$ cat src/rtl/seg_display_ctrl.sv
// ALU result to 4-digit multiplexed seven-segment display.
// Sequential double-dabble BCD conversion, then a free-running digit scan.
module seg_display_ctrl #(
    parameter int REFRESH_CNT = 100000
) (
    input  logic        mclk,
    input  logic        rst,
    input  logic        load,
    input  logic [15:0] value,
    input  logic        neg,
    input  logic        err,
    output logic        busy,
    output logic [6:0]  seg,
    output logic [3:0]  an
);

    localparam int RW = (REFRESH_CNT > 2) ? $clog2(REFRESH_CNT) : 1;
    localparam logic [RW-1:0] REF_MAX = RW'(REFRESH_CNT - 1);

    localparam logic [6:0] S_BLANK = 7'b1111111;
    localparam logic [6:0] S_DASH  = 7'b0111111;
    localparam logic [6:0] S_E     = 7'b0000110;
    localparam logic [6:0] S_R     = 7'b0101111;
    localparam logic [6:0] S_ZERO  = 7'b1000000;

    typedef enum logic [1:0] {
        IDLE,
        CONVERT,
        UPDATE
    } state_t;

    function automatic logic [6:0] seg_of(input logic [3:0] d);
        logic [6:0] s;
        case (d)
            4'd0:    s = 7'b1000000;
            4'd1:    s = 7'b1111001;
            4'd2:    s = 7'b0100100;
            4'd3:    s = 7'b0110000;
            4'd4:    s = 7'b0011001;
            4'd5:    s = 7'b0010010;
            4'd6:    s = 7'b0000010;
            4'd7:    s = 7'b1111000;
            4'd8:    s = 7'b0000000;
            4'd9:    s = 7'b0010000;
            default: s = S_BLANK;
        endcase
        return s;
    endfunction

    state_t            state_q, state_d;
    logic [15:0]       bin_q, bin_d;
    logic [15:0]       bcd_q, bcd_d;
    logic [3:0]        cnt_q, cnt_d;
    logic              neg_q, neg_d;
    logic              err_q, err_d;
    logic              ovf_q, ovf_d;
    logic [3:0][6:0]   disp_q, disp_d;
    logic [3:0][6:0]   disp_new;
    logic [15:0]       bcd_adj;

    logic [RW-1:0]     ref_q, ref_d;
    logic [1:0]        idx_q, idx_d;
    logic [6:0]        seg_q;
    logic [3:0]        an_q;

    // Add-3 on any BCD nibble >= 5 before each shift
    always_comb begin
        bcd_adj = bcd_q;
        for (int i = 0; i < 4; i++) begin
            if (bcd_q[i*4 +: 4] >= 4'd5) begin
                bcd_adj[i*4 +: 4] = bcd_q[i*4 +: 4] + 4'd3;
            end
        end
    end

    always_comb begin
        logic [3:0] th, hu, te, on;
        th = bcd_q[15:12];
        hu = bcd_q[11:8];
        te = bcd_q[7:4];
        on = bcd_q[3:0];
        disp_new = {S_BLANK, S_BLANK, S_BLANK, seg_of(on)};
        if (err_q) begin
            disp_new = {S_E, S_R, S_R, S_BLANK};
        end else if (ovf_q) begin
            disp_new = {S_DASH, S_DASH, S_DASH, S_DASH};
        end else if (neg_q) begin
            disp_new[3] = S_DASH;
            disp_new[2] = (hu != 4'd0) ? seg_of(hu) : S_BLANK;
            disp_new[1] = (hu != 4'd0 || te != 4'd0) ? seg_of(te) : S_BLANK;
        end else begin
            disp_new[3] = (th != 4'd0) ? seg_of(th) : S_BLANK;
            disp_new[2] = (th != 4'd0 || hu != 4'd0) ? seg_of(hu) : S_BLANK;
            disp_new[1] = (th != 4'd0 || hu != 4'd0 || te != 4'd0)
                        ? seg_of(te) : S_BLANK;
        end
    end

    always_comb begin
        state_d = state_q;
        bin_d   = bin_q;
        bcd_d   = bcd_q;
        cnt_d   = cnt_q;
        neg_d   = neg_q;
        err_d   = err_q;
        ovf_d   = ovf_q;
        disp_d  = disp_q;
        unique case (state_q)
            IDLE: begin
                if (load) begin
                    bin_d   = value;
                    bcd_d   = '0;
                    cnt_d   = '0;
                    neg_d   = neg;
                    err_d   = err;
                    ovf_d   = (!neg && value > 16'd9999)
                            || (neg && value > 16'd999);
                    state_d = CONVERT;
                end
            end
            CONVERT: begin
                {bcd_d, bin_d} = {bcd_adj, bin_q} << 1;
                cnt_d = cnt_q + 4'd1;
                if (cnt_q == 4'd15) begin
                    state_d = UPDATE;
                end
            end
            UPDATE: begin
                disp_d  = disp_new;
                state_d = IDLE;
            end
            default: state_d = IDLE;
        endcase
    end

    always_ff @(posedge mclk or negedge rst) begin
        if (!rst) begin
            state_q <= IDLE;
            bin_q   <= '0;
            bcd_q   <= '0;
            cnt_q   <= '0;
            neg_q   <= 1'b0;
            err_q   <= 1'b0;
            ovf_q   <= 1'b0;
            disp_q  <= {S_BLANK, S_BLANK, S_BLANK, S_ZERO};
        end else begin
            state_q <= state_d;
            bin_q   <= bin_d;
            bcd_q   <= bcd_d;
            cnt_q   <= cnt_d;
            neg_q   <= neg_d;
            err_q   <= err_d;
            ovf_q   <= ovf_d;
            disp_q  <= disp_d;
        end
    end

    always_comb begin
        ref_d = (ref_q == REF_MAX) ? '0 : ref_q + RW'(1);
        idx_d = (ref_q == REF_MAX) ? idx_q + 2'd1 : idx_q;
    end

    // seg and an registered together so each pair is always consistent
    always_ff @(posedge mclk or negedge rst) begin
        if (!rst) begin
            ref_q <= '0;
            idx_q <= '0;
            seg_q <= S_BLANK;
            an_q  <= 4'b1111;
        end else begin
            ref_q <= ref_d;
            idx_q <= idx_d;
            seg_q <= disp_q[idx_q];
            an_q  <= ~(4'b0001 << idx_q);
        end
    end

    assign busy = (state_q != IDLE);
    assign seg  = seg_q;
    assign an   = an_q;

endmodule

$ cat config.mk
export PLATFORM = sky130hd
export DESIGN_NAME = seg_display_ctrl
export DESIGN_NICKNAME = d
export VERILOG_FILES = /design/src/rtl/seg_display_ctrl.sv
export SDC_FILE = /design/constraint.sdc
export NUM_CORES = 1
export LEC_CHECK = 0
export ABC_AREA = 1
export CAP_MARGIN = 10
export CORE_MARGIN = 2
export CORE_UTILIZATION = 54
export CTS_CLUSTER_SIZE = 28
export DETAILED_ROUTE_END_ITERATION = 10
export PLACE_DENSITY_LB_ADDON = 0.05
export SLEW_MARGIN = 20
export SYNTH_ARGS = -nofsm -noshare
export SYNTH_HDL_FRONTEND = slang
export SYNTH_SLANG_ARGS = --single-unit
$ cat constraint.sdc
create_clock -name mclk -period 1.27 [get_ports mclk]
set_input_delay 0.381 -clock mclk [delete_from_list [all_inputs] [get_ports mclk]]
set_output_delay 0.381 -clock mclk [all_outputs]
set_load 0.01 [all_outputs]
==> flow_summary.json <==
{
  "fillCellCount": 613,
  "regArea_mm2": 0.00253,
  "grt_start_max_net_pins": 37,
  "clockRootBuffer": "clkbuf_8",
  "slew_headroom_pct": 76.4,
  "ir_drop_mv": 1.77,
  "worst-path-buf-inv": 1,
  "detail_route.wl_per_cell_um": 16.1,
  "place.port_buffers": 32,
  "routed_wirelength_mm": 15.9,
  "core_region_area_mm2": 0.0101,
  "timing.critical_path.max_delay_family": "simple AND/OR/NAND/NOR gates",
  "grt_antenna_before_repair": 0,
  "maxCapViolations": 0,
  "cts.reportedPaths.clkPinSlew_ns": 0.09,
  "cts_tree": "built",
  "cts_max_path_buffers": 2,
  "setup.worst_path.start_class": "register",
  "top_level_ports": 33,
  "min-delay-path-class": "input pin to async pin",
  "ys_dominant_reg_cell": "dfrtp_1",
  "die_footprint_mm2": 0.0111,
  "final_slew_viol_count": 0,
  "maxClockFrequency_mhz": 695,
  "synth_enable_flop_cells": 0,
  "syn-num-nets": 750,
  "nNetsFinal": 901,
  "drt_iter0_markers": 299,
  "finalHoldViolCount": 0,
  "die_w_um": 105,
  "placement_rows": 37,
  "routed_via_density": 5.41,
  "arrival_time_at_the_worst_endpoint_ns": 1.77,
  "status": "complete, but fails checks",
  "postSynth.asyncResetShare_pct": 100,
  "synthesis.area_per_instance_um2": 7.95,
  "vias": 5362,
  "power_leakage_nw": 3.74,
  "cpPeakStageDelay_ns": 0.41,
  "cts-buffers-inserted": 9,
  "synth_warnings": 0,
  "critPathKind": "register to register",
  "totalPowerFinal_mw": 16.6,
  "fin_worst_skew_ns": 0.0140,
  "final_antenna_net_count": 0,
  "seq_area_frac_synth_pct": 45.3,
  "worst-slew-pin-transition_ns": 0.354,
  "yosys_register_bits": 99,
  "violations": "negative setup slack",
  "clock_insertion_delay_worst_skew_ns": 0.40,
  "setup_total_negative_slack_ns": -7.86,
  "grt_first_pass_wirelength_mm": 24.0,
  "clock_tree.htree_level_count": 3,
  "gp_routability_congestion": 0.924,
  "layout_worst_path_cycle_share_pct": 113,
  "worst-path-max-fanout": 4,
  "post-route-drc-count": 0,
  "crit_slowest_cell": "dfrtp_1",
  "cpMostUsedCell": "nand2_1",
  "final_global_route_overflow_total": 0,
  "via_count_of_the_first_global_routing_pass": 5023,
  "setup_violations": 91,
  "power-per-cell-area_mw_per_mm2": 2020,
  "timing.final.crit_period_ns": 1.44,
  "rsz_0062_raised_after_global_routing": "true",
  "drt_pre_antenna_iters": 5,
  "multi_input_area_mm2": 0.00343,
  "synthDistinctLibCells": 41,
  "worst_ep_required_time_ns": 1.60,
  "drive_gt1_share_pct": 45.0,
  "worst_setup_path_end_kind": "register",
  "crit_chain": "inv_2 > ha_4 > ha_4 > nor2_2 > nor2_1 > nand2_1 > nor2_1 > nand2_1 > nand2_1 > nand2_1",
  "synth.cell_area_mm2": 0.00556,
  "overall_global_routing_usage_pct": 27.2,
  "clkSinkCount": 99,
  "die-height_um": 105,
  "detailed_place_hpwl_mm": 10.2,
  "syn2layout_area_growth_pct": 48.1,
  "start_util_pct": 54.8,
  "worst_slack_ns": -0.168,
  "netlist_instances": 699,
  "antenna-diode-count": 0
}
placed cells by master, fill, tap and decap left out, drive strengths merged:
cell type	count
inv	93
o21bai	1
nand2	159
o211ai	5
or2	9
a21oi	25
o221ai	9
a22o	1
a31oi	3
xor2	9
nand3b	2
ha	30
a22oi	1
nor3	3
o21ai	56
clkdlybuf4s50	19
nor2	101
clkbuf	15
clkinv	6
dfstp	33
dlygate4sd3	1
nand4	18
nor3b	2
nand3	41
buf	131
and2	2
o22ai	9
dfrtp	66
clkinvlp	1
xnor2	3
o21a	1
path summary, 6_finish.rpt:
| check | from | end | slack [ns] | cells past startpoint |
|---|---|---|---|---|
| max | bcd_q[5] | disp_q[11] | -0.17 | 10 |
| min | rst | ref_q[14] | 0.40 | 2 |
| max reg2reg | bcd_q[5] | disp_q[11] | -0.17 | 10 |
| min reg2reg | disp_q[24] | disp_q[24] | 0.47 | 2 |
| max in group asynchronous | rst | bcd_q[4] | 0.32 | 3 |
| min in group mclk | disp_q[24] | disp_q[24] | 0.47 | 2 |
metrics by stage:
| step | util, % | hold WS (ns) | setup slack [ns] | instances | area (um2) |
|---|---|---|---|---|---|
| after floorplan | - | 0.0854 | -0.0329 | 699 | 5590 |
| after global placement | 67.0 | 0.264 | -0.283 | 946 | 6800 |
| after detailed placement | 67.0 | 0.267 | -0.326 | 946 | 6800 |
| after CTS | 73.8 | 0.390 | -0.150 | 976 | 7490 |
| after global routing | 81.1 | 0.392 | -0.218 | 991 | 8230 |
| final | 81.1 | 0.399 | -0.168 | 991 | 8230 |
report_power, final:
part           total, mW  internal [mW]  switching [mW]  leakage [nW]
clock               1.89          0.725            1.17        0.0839
sequential          4.71           4.01           0.704          1.14
combinational       9.99           4.72            5.27          2.52
what timing repair did:
action                     in CTS  in global routing
pin swaps                      44                 62
resized for setup             178                144
setup endpoints to repair      89                 91
hold buffers                    1                  0
setup buffers                  13                 18
cloned                          0                  4
hold endpoints to repair        9                  0
layer usage:
metal  vias up  global-route usage [%]  part of all wire [%]
met4         0                    6.86                   2.7
met1      2598                    36.0                    42
met5         -                       0                     0
li1       2568                       -                     -
met2       160                    45.3                    50
met3        36                    6.18                   4.5
registers in the layout, summed over array words and instances (netlist names), 4 cells and up:
signal / cells
bcd_q: 16
ref_q: 17
an: 4
disp_q: 28
cnt_q: 4
seg: 7
bin_q: 16
cells in the mapped netlist (2+ instances only):
library cell / count / area share (%)
nor2_1: 92 / 6.2
nor2_2: 5 / 0.56
nand3_1: 39 / 3.5
or2_2: 9 / 1.0
o211ai_1: 5 / 0.68
nor2_4: 4 / 0.81
nor3b_1: 2 / 0.27
buf_2: 9 / 0.81
a21oi_1: 25 / 2.3
o22ai_1: 9 / 1.0
o21ai_1: 18 / 1.6
nor3_1: 2 / 0.18
a31oi_1: 3 / 0.34
dfstp_2: 33 / 16
inv_2: 7 / 0.47
inv_1: 85 / 5.7
clkbuf_2: 2 / 0.18
o21ai_0: 38 / 3.4
and2_1: 2 / 0.23
clkinv_1: 2 / 0.14
xnor2_1: 3 / 0.47
nand3_2: 2 / 0.36
buf_6: 2 / 0.41
nand3b_1: 2 / 0.27
xor2_1: 9 / 1.4
nand2_1: 157 / 11
nand4_1: 18 / 2.0
o221ai_1: 8 / 1.3
dfrtp_1: 66 / 30
ha_1: 30 / 6.8
cell families (layout without fill, tap and decap cells):
family	count (synthesis)	in the layout	share of synthesized area (%)
AND/OR/NAND/NOR	337	337	26.6
AO/OA/AOI/OAI	111	111	11.4
flip-flops	99	99	45.3
XOR/XNOR	12	12	1.89
buffers and inverters	110	266	8.04
adder cells (fa/ha/maj)	30	30	6.76
final cells by class:
cell class	instances	share of cell area [%]
clock inverters	5	0.472
multi-input cells	490	41.7
well taps	136	2.07
repair buffers	155	18.7
inverters	95	4.75
clock buffers	11	1.60
flip-flops and latches	99	30.7
Note: power is estimated with default switching activity, not from simulation.
